===== src/rtl/mdu_div_unit_if.sv =====
// Request/response bundle between the execute stage (master) and the divider (slave).
interface mdu_div_unit_if #(
  parameter int XLEN = 32
);
  logic            i_req_valid;
  logic            o_req_ready;
  logic [1:0]      i_div_op;
  logic [XLEN-1:0] i_operand_a;
  logic [XLEN-1:0] i_operand_b;
  logic            i_flush;
  logic            o_rsp_valid;
  logic            i_rsp_ready;
  logic [XLEN-1:0] o_rsp_data;
  logic            o_busy;

  modport master (
    output i_req_valid, i_div_op, i_operand_a, i_operand_b, i_flush, i_rsp_ready,
    input  o_req_ready, o_rsp_valid, o_rsp_data, o_busy
  );

  modport slave (
    input  i_req_valid, i_div_op, i_operand_a, i_operand_b, i_flush, i_rsp_ready,
    output o_req_ready, o_rsp_valid, o_rsp_data, o_busy
  );
endinterface


===== src/rtl/mdu_div_unit.sv =====
// Iterative radix-2 restoring divider for RV32M DIV/DIVU/REM/REMU, one quotient bit per cycle.
// state | meaning:  IDLE | waiting for request,  CALC | iterating,  DONE | holding result
module mdu_div_unit #(
  parameter int XLEN = 32
) (
  input  logic           i_clk,
  input  logic           i_rst,
  mdu_div_unit_if.slave  bus
);
  localparam int CW = (XLEN > 2) ? $clog2(XLEN) : 1;
  localparam logic [XLEN-1:0] MIN_NEG  = {1'b1, {(XLEN-1){1'b0}}};
  localparam logic [XLEN-1:0] ALL_ONES = '1;

  typedef enum logic [1:0] {IDLE, CALC, DONE} state_t;

  state_t          state_q, state_d;
  logic [CW-1:0]   cnt_q;
  logic [1:0]      op_q;
  logic            signed_q, sign_a_q, sign_b_q;
  logic [XLEN-1:0] rem_q, quo_q, dvs_q, data_q;

  logic            accept, is_signed, a_neg, b_neg, div_zero, overflow;
  logic [XLEN-1:0] abs_a, abs_b;
  logic [XLEN:0]   rem_sh, diff;
  logic            q_bit;
  logic [XLEN-1:0] rem_nx, quo_nx, quo_fix, rem_fix;

  always_comb begin
    accept    = bus.i_req_valid && (state_q == IDLE) && !bus.i_flush;
    is_signed = !bus.i_div_op[0];
    a_neg     = is_signed && bus.i_operand_a[XLEN-1];
    b_neg     = is_signed && bus.i_operand_b[XLEN-1];
    abs_a     = a_neg ? -bus.i_operand_a : bus.i_operand_a;
    abs_b     = b_neg ? -bus.i_operand_b : bus.i_operand_b;
    div_zero  = (bus.i_operand_b == '0);
    overflow  = is_signed && (bus.i_operand_a == MIN_NEG) && (bus.i_operand_b == ALL_ONES);
  end

  // Restoring step: the extra top bit of diff is the borrow, i.e. the inverted quotient bit.
  always_comb begin
    rem_sh  = {rem_q, quo_q[XLEN-1]};
    diff    = rem_sh - {1'b0, dvs_q};
    q_bit   = !diff[XLEN];
    rem_nx  = q_bit ? diff[XLEN-1:0] : rem_sh[XLEN-1:0];
    quo_nx  = {quo_q[XLEN-2:0], q_bit};
    quo_fix = (signed_q && (sign_a_q != sign_b_q)) ? -quo_nx : quo_nx;
    rem_fix = (signed_q && sign_a_q) ? -rem_nx : rem_nx;
  end

  always_ff @(posedge i_clk) begin
    if (i_rst) state_q <= IDLE;
    else       state_q <= state_d;
  end

  always_comb begin
    state_d = state_q;
    if (bus.i_flush) begin
      state_d = IDLE;
    end else begin
      case (state_q)
        IDLE:    if (accept) state_d = (div_zero || overflow) ? DONE : CALC;
        CALC:    if (cnt_q == '0) state_d = DONE;
        DONE:    if (bus.i_rsp_ready) state_d = IDLE;
        default: state_d = IDLE;
      endcase
    end
  end

  always_comb begin
    bus.o_req_ready = (state_q == IDLE);
    bus.o_rsp_valid = (state_q == DONE);
    bus.o_busy      = (state_q != IDLE);
    bus.o_rsp_data  = data_q;
  end

  always_ff @(posedge i_clk) begin
    if (i_rst) begin
      cnt_q    <= '0;
      op_q     <= '0;
      signed_q <= 1'b0;
      sign_a_q <= 1'b0;
      sign_b_q <= 1'b0;
      rem_q    <= '0;
      quo_q    <= '0;
      dvs_q    <= '0;
      data_q   <= '0;
    end else if (!bus.i_flush) begin
      if (accept) begin
        op_q     <= bus.i_div_op;
        signed_q <= is_signed;
        sign_a_q <= a_neg;
        sign_b_q <= b_neg;
        dvs_q    <= abs_b;
        if (div_zero) begin
          data_q <= bus.i_div_op[1] ? bus.i_operand_a : ALL_ONES;
        end else if (overflow) begin
          data_q <= bus.i_div_op[1] ? '0 : MIN_NEG;
        end else begin
          rem_q <= '0;
          quo_q <= abs_a;
          cnt_q <= CW'(XLEN-1);
        end
      end else if (state_q == CALC) begin
        rem_q <= rem_nx;
        quo_q <= quo_nx;
        if (cnt_q == '0) data_q <= op_q[1] ? rem_fix : quo_fix;
        else             cnt_q  <= cnt_q - CW'(1);
      end
    end
  end
endmodule


===== src/flat_wrapper.sv =====
// flat-port wrapper written by rule: the top's interface ports become plain ports
module mdu_div_unit_flat 
#(
  parameter int XLEN = 32
)
  (i_clk, i_rst, bus_i_req_valid, bus_i_div_op, bus_i_operand_a, bus_i_operand_b, bus_i_flush, bus_i_rsp_ready, bus_o_req_ready, bus_o_rsp_valid, bus_o_rsp_data, bus_o_busy);
  mdu_div_unit_if #(.XLEN(XLEN)) bus_i ();
  input  logic i_clk;
  input  logic i_rst;
  input wire logic [$bits(bus_i.i_req_valid)-1:0] bus_i_req_valid;
  input wire logic [$bits(bus_i.i_div_op)-1:0] bus_i_div_op;
  input wire logic [$bits(bus_i.i_operand_a)-1:0] bus_i_operand_a;
  input wire logic [$bits(bus_i.i_operand_b)-1:0] bus_i_operand_b;
  input wire logic [$bits(bus_i.i_flush)-1:0] bus_i_flush;
  input wire logic [$bits(bus_i.i_rsp_ready)-1:0] bus_i_rsp_ready;
  output wire logic [$bits(bus_i.o_req_ready)-1:0] bus_o_req_ready;
  output wire logic [$bits(bus_i.o_rsp_valid)-1:0] bus_o_rsp_valid;
  output wire logic [$bits(bus_i.o_rsp_data)-1:0] bus_o_rsp_data;
  output wire logic [$bits(bus_i.o_busy)-1:0] bus_o_busy;
  assign bus_i.i_req_valid = bus_i_req_valid;
  assign bus_i.i_div_op = bus_i_div_op;
  assign bus_i.i_operand_a = bus_i_operand_a;
  assign bus_i.i_operand_b = bus_i_operand_b;
  assign bus_i.i_flush = bus_i_flush;
  assign bus_i.i_rsp_ready = bus_i_rsp_ready;
  assign bus_o_req_ready = bus_i.o_req_ready;
  assign bus_o_rsp_valid = bus_i.o_rsp_valid;
  assign bus_o_rsp_data = bus_i.o_rsp_data;
  assign bus_o_busy = bus_i.o_busy;
  mdu_div_unit #(.XLEN(XLEN)) u_core (.i_clk(i_clk), .i_rst(i_rst), .bus(bus_i));
endmodule

===== config.mk =====
export PLATFORM = sky130hd
export DESIGN_NAME = mdu_div_unit_flat
export DESIGN_NICKNAME = d
export VERILOG_FILES = /design/src/rtl/mdu_div_unit_if.sv /design/src/rtl/mdu_div_unit.sv /design/src/flat_wrapper.sv
export SDC_FILE = /design/constraint.sdc
export NUM_CORES = 1
export LEC_CHECK = 0
export CAP_MARGIN = 0
export CORE_MARGIN = 5
export CORE_UTILIZATION = 50
export DETAILED_ROUTE_END_ITERATION = 8
export HOLD_SLACK_MARGIN = 0.03
export PLACE_DENSITY = 0.81
export SLEW_MARGIN = 20
export SYNTH_ARGS = -nofsm -noshare
export SYNTH_HDL_FRONTEND = slang
export SYNTH_SLANG_ARGS = --single-unit
export TNS_END_PERCENT = 20

===== constraint.sdc =====
create_clock -name i_clk -period 6.2 [get_ports i_clk]
set_input_delay 0.62 -clock i_clk [delete_from_list [all_inputs] [get_ports i_clk]]
set_output_delay 0.62 -clock i_clk [all_outputs]
set_load 0.05 [all_outputs]

After elaboration in Yosys (flattened, before gate mapping):

Index checks and enable logic that the tools add are counted.

* reduce and logical (&&, ||, !) cells: 24
* add/sub/neg operators: 6
* bitwise operators: 1
* equal/unequal tests: 12
* muxes and demuxes: 31

Operators with widths (count)
* $mux 32: 21
* $neg 32->32: 4
* $eq 32x32->1 const B: 2
* $sub 33x32->33: 1
* $logic_not 32->1: 1
* $mux 5: 5
* $logic_and 1x1->1: 8
* $mux 2: 4
* $reduce_and 4->1: 2
* $ne 2x1->1 const B: 3
* $ne 2x2->1 const B: 3
* $pmux 2 s3: 1
* $reduce_bool 2->1: 3
* $logic_not 5->1: 1
* $reduce_and 5->1: 1
* $sub 5x1->5 const B: 1
* $logic_not 1->1: 3
* $ne 3x3->1 const B: 1
* $reduce_and 3->1: 1
* $eq 2x1->1 const B: 1
* $eq 2x2->1 const B: 1
* $logic_not 2->1: 1
* $reduce_and 2->1: 1
* $reduce_or 2->1: 1
* 3 further kinds: 3

* output and inout bits: 35
* input port bits: 71
* register bits after elaboration: 140

Logic depth before layout (Yosys ltp):

* depth in word-level cells: 8
* gate-level depth with buffers: 26
* mapped depth without buffers: 24

Least setup slack after synthesis:

Ideal clock, no wire load.

* kind: reg2reg
* start: register u_core.quo_q[31]
* end: register u_core.data_q[24] (netlist: u_core.bus.o_rsp_data[24])
* path slack: 1097 ps
* data required time: 6120 ps
* buffers on the path: 2
* setup time: 80 ps
* data arrival time: 5023 ps
* stages on the path, launching flop included: 26
* cell sequence: dfxtp_1 > inv_1 > ha_1 > fa_1 > nor2b_1 > o31a_1 > o211a_1 > o21a_1 > o21a_1 > nor2_1 > inv_1 > clkbuf_1 > buf_1 > o21ai_0 > inv_1 > ha_1 > nand2_1 > or3_1 > nor2_1 > o21ai_0 > a222oi_1 > nand4_2 > and2_1 > xnor2_1 > o211ai_1 > nor3b_1

* longest elaborated chain between the ends: 8

Ends and longest elaborated chain
* start: declaration: RTL line mdu_div_unit.sv:20 `logic [XLEN-1:0] rem_q, quo_q, dvs_q, data_q;`
* start signal: assignment: RTL line mdu_div_unit.sv:100 `quo_q <= abs_a;`
* start signal: assignment: RTL line mdu_div_unit.sv:105 `quo_q <= quo_nx;`
* $sub 33x32->33: RTL line mdu_div_unit.sv:42 `diff = rem_sh - {1'b0, dvs_q};`
* $mux 32 or $logic_not 1->1 (tied branches): RTL line mdu_div_unit.sv:44, mdu_div_unit.sv:43
* $neg 32->32, on equally long branches: RTL line mdu_div_unit.sv:47, mdu_div_unit.sv:46
* $mux 32, on equally long branches: RTL line mdu_div_unit.sv:47, mdu_div_unit.sv:46
* $mux 32 (*) (2 in series): RTL line mdu_div_unit.sv:106 `if (cnt_q == '0) data_q <= op_q[1] ? rem_fix : quo_fix;`
* $mux 32 (*): RTL line mdu_div_unit.sv:103 `end else if (state_q == CALC) begin`
* $mux 32 (*): RTL line mdu_div_unit.sv:88 `if (accept) begin`
* end signal: assignment: RTL line mdu_div_unit.sv:95 `data_q <= bus.i_div_op[1] ? bus.i_operand_a : ALL_ONES;`
* end signal: assignment: RTL line mdu_div_unit.sv:97 `data_q <= bus.i_div_op[1] ? '0 : MIN_NEG;`
* end signal: assignment: RTL line mdu_div_unit.sv:106
* end: declaration: RTL line mdu_div_unit.sv:20

Mark *: on every way between the ends. The rest lies on a longest branch, timed or not. The select of a mux whose other input is x is not followed.
A chain may end at the register's enable or synchronous reset.

Final worst setup path:

* start: register u_core.rem_q[21]
* end: register u_core.data_q[30] (netlist: u_core.bus.o_rsp_data[30])

* longest elaborated chain between the ends: 8

Ends and longest elaborated chain
* start: declaration: RTL line mdu_div_unit.sv:20
* start signal: assignment: RTL line mdu_div_unit.sv:104 `rem_q <= rem_nx;`
* $sub 33x32->33: RTL line mdu_div_unit.sv:42
* $mux 32 or $logic_not 1->1 (tied branches): RTL line mdu_div_unit.sv:44, mdu_div_unit.sv:43
* $neg 32->32, on equally long branches: RTL line mdu_div_unit.sv:47, mdu_div_unit.sv:46
* $mux 32, on equally long branches: RTL line mdu_div_unit.sv:47, mdu_div_unit.sv:46
* $mux 32 (*) (2 in series): RTL line mdu_div_unit.sv:106
* $mux 32 (*): RTL line mdu_div_unit.sv:103
* $mux 32 (*): RTL line mdu_div_unit.sv:88

Marked as above.

==> flow_metrics.py <==
metrics = {
    "clocking": {
        "cts_resized": 0,
        "clockRootBuffer": "clkbuf_16",
        "htree_levels": 4,
        "clk_pin_slew_worst_paths_ps": 60,
        "cts_buffers": 17,
        "cts_tree": "done",
        "clockBufferDepth": 2,
        "clock_sinks": 139,
        "cts_setup_buffers": 0,
        "clock_latency_ps": 440,
        "cts_hold_buf": 0,
    },
    "sta": {
        "rsz0062_at_grt": "no",
        "period_minus_slack_ps": 5720,
        "slew-limit-headroom": 0.248,
        "finalHoldViolations": 0,
        "setup_viol": 0,
        "clock.fmax_ghz": 0.175,
        "fin_worst_skew_ps": 10.3,
        "fin_tns_setup_ps": 0,
        "holdWs_ps": 462,
        "drv_slew": 0,
        "fin_crit_sh": 0.922,
        "worstMarginPinSlew_ps": 1130,
    },
    "yosys": {
        "ys_seq_area_frac": 0.245,
        "ys_ff_latch": 139,
        "async_flop_share": 0,
        "synth_ff_type": "dfxtp_1",
        "syn_nets": 1698,
        "synth_area_leader_cell": "dfxtp_1",
        "netlist_area_sq_mm": 0.0114,
        "yosys-top-cells-area": "dfxtp_1 (24%), nor2_1 (7.8%), a21oi_1 (6.0%)",
        "ys_top_cells_by_count": "nor2_1 (235), dfxtp_1 (139), a21oi_1 (136), o21ai_0 (115), nand2_1 (114)",
        "syn_area_per_cell_sq_um": 7.16,
        "synth-edff-count": 0,
        "synth_cell_type_count": 80,
        "synth.most_common_cell": "nor2_1",
        "synth_warnings": 0,
        "yosysTopAreaCellShare": 0.245,
        "syn_inst": 1587,
    },
    "global_routing": {
        "grt_pass1_wl_um": 61000,
        "grt_antenna_before_repair": 2,
        "grt_max_degree": 90,
        "grt_usage": 0.287,
        "grt_pass1_vias": 11400,
        "overflow": 0,
    },
    "worst_setup_path": {
        "worstPathArrival_ps": 6070,
        "cp-start-kind": "flop",
        "crit_type": "flop to flop",
        "worstSetupEndpointType": "flop",
        "crit_fanout": 29,
        "required_ps": 6550,
    },
    "die": {
        "core_area_sq_mm": 0.0225,
        "initial_core_util": 0.505,
        "dieArea_sq_mm": 0.0259,
        "dieWidth_um": 161,
        "num_io_pins": 106,
        "rows": 55,
        "die_h_um": 161,
    },
    "detailed_routing": {
        "drt_pass1_iterations": 6,
        "wl_per_cell_um": 20.1,
        "vias": 12400,
        "drt-vias-per-instance": 6.46,
        "drt_wl_total_um": 38700,
        "drcViolationCount": 0,
        "ant_nets": 0,
        "initialDrtViolationCount": 1429,
    },
    "place": {
        "hpwlAfterDp_um": 28900,
        "placed_cells": 1886,
        "portBuffers": 105,
        "gp_congestion": 0.957,
    },
    "layout": {
        "fillerInstances": 2078,
        "drive_gt1_frac": 0.0472,
        "area_delta_synth_final_pct": 15.5,
        "instances_no_fill": 1920,
        "multi_input_area_sq_mm": 0.00795,
        "nNetsFinal": 1731,
        "seq_area_sq_mm": 0.00278,
    },
    "status": {
        "status": "finished clean",
    },
    "power": {
        "max-vdd-ir-drop_uv": 201,
        "leakage_nw": 4.74,
        "clkPwrFrac": 0.414,
        "switching_share": 0.326,
        "power.share.sequential": 0.359,
        "p_per_area_mw_per_mm2": 205,
        "pwr-share-comb": 0.226,
        "p_int_w": 0.00181,
        "p_switching_w": 0.000877,
    },
    "min_path": {
        "hp-class": "flop to flop",
    },
    "job": {
        "cap_violations": 0,
    },
}
## power by group through the flow
stage | Combinational (W) | Clock [W] | Sequential, W
after CTS | 0.000597 | 0.00111 | 0.000965
after global placement | 0.000589 | 0 | 0.000983
after detailed placement | 0.000593 | 0 | 0.000985
final | 0.000609 | 0.00111 | 0.000966
after global routing | 0.000659 | 0.00115 | 0.000970
after floorplan | 0.000394 | 0 | 0.000983
## worst max-delay path, stage by stage, from the launching register on
cell       delay (ps)
dfxtp_1           430
ha_1              370
a21oi_2           320
a21boi_1          150
a2111oi_2         340
o21ai_1           190
o21a_1            370
nor2_4            160
inv_1              90
buf_4             240
nand2_1           100
o21ai_0           120
inv_1             100
ha_1              220
nand2_1            80
or3_1             340
nor2_1            140
o21ai_0           140
a222oi_1          670
nand4_2           290
o41ai_2           300
xnor2_1           170
a21oi_1            90
nor3_1            210
## cells in the final DEF (no fill, tap or decap), types with 26 or more instances in the layout
cell type        count
a21oi_1            136
inv_1               64
xnor2_1             76
nand2_1            114
nor3_1              41
ha_1                39
dfxtp_1            139
nor2_1             234
a211oi_1            57
o21ai_0            114
xor2_1              59
clkdlybuf4s50_1    104
or3_1               26
## cell families after synthesis
logic type,Yosys count,synth area share
xor gates and xnor gates,135,0.104
muxes,18,0.0164
and+or+nand+nor,577,0.242
adders and majority gates,40,0.0447
AOI/OAI and AO/OA,506,0.289
DFF,139,0.245
buffers and inverters,172,0.0583
## per-layer routing
metal / up-vias / part of all wire / track usage
met2: 632 / 0.46 / 0.464
met4: 0 / 0.035 / 0.107
met1: 5837 / 0.42 / 0.386
met5: - / 0 / 0
li1: 5828 / - / -
met3: 105 / 0.087 / 0.0472
## state kept, by name, summed over array words and instances (netlist names)
name                   flops
u_core.op_q                1
u_core.bus.o_rsp_data     32
u_core.rem_q              32
u_core.cnt_q               5
u_core.dvs_q              32
u_core.sign_a_q            1
u_core.quo_q              32
u_core.sign_b_q            1
u_core.signed_q            1
u_core.state_q             2
## path summary, 6_finish.rpt
kind	startpoint	to	slack, ps	cells past startpoint
max reg2reg	u_core.rem_q[21]$_SDFFE_PP0P_	u_core.bus.o_rsp_data[30]$_SDFFE_PP0P_	480	23
min reg2reg	u_core.dvs_q[31]$_SDFFE_PP0P_	u_core.dvs_q[31]$_SDFFE_PP0P_	460	2
max	u_core.rem_q[21]$_SDFFE_PP0P_	u_core.bus.o_rsp_data[30]$_SDFFE_PP0P_	480	23
min	u_core.dvs_q[31]$_SDFFE_PP0P_	u_core.dvs_q[31]$_SDFFE_PP0P_	460	2
## metrics by stage
step | cell area, sq um | total power [W] | utilization | setup slack [ps]
global route | 13100 | 0.00278 | 0.583 | 13.2
floorplan | 11400 | 0.00138 | - | 1100
detailed placement | 12500 | 0.00158 | 0.556 | 638
global placement | 12500 | 0.00157 | 0.556 | 869
CTS | 13100 | 0.00267 | 0.583 | 607
finish | 13100 | 0.00269 | 0.583 | 484
## final cells by class
type | instances | share of cell area
Timing Repair Buffer | 121 | 0.0890
Inverter | 65 | 0.0186
Antenna cell | 2 | 0.000381
Sequential cell | 139 | 0.212
Tap cell | 285 | 0.0272
Multi-Input combinational cell | 1276 | 0.606
Clock buffer | 18 | 0.0335
Clock inverter | 14 | 0.0138
Power figures use the tool's default switching activity.
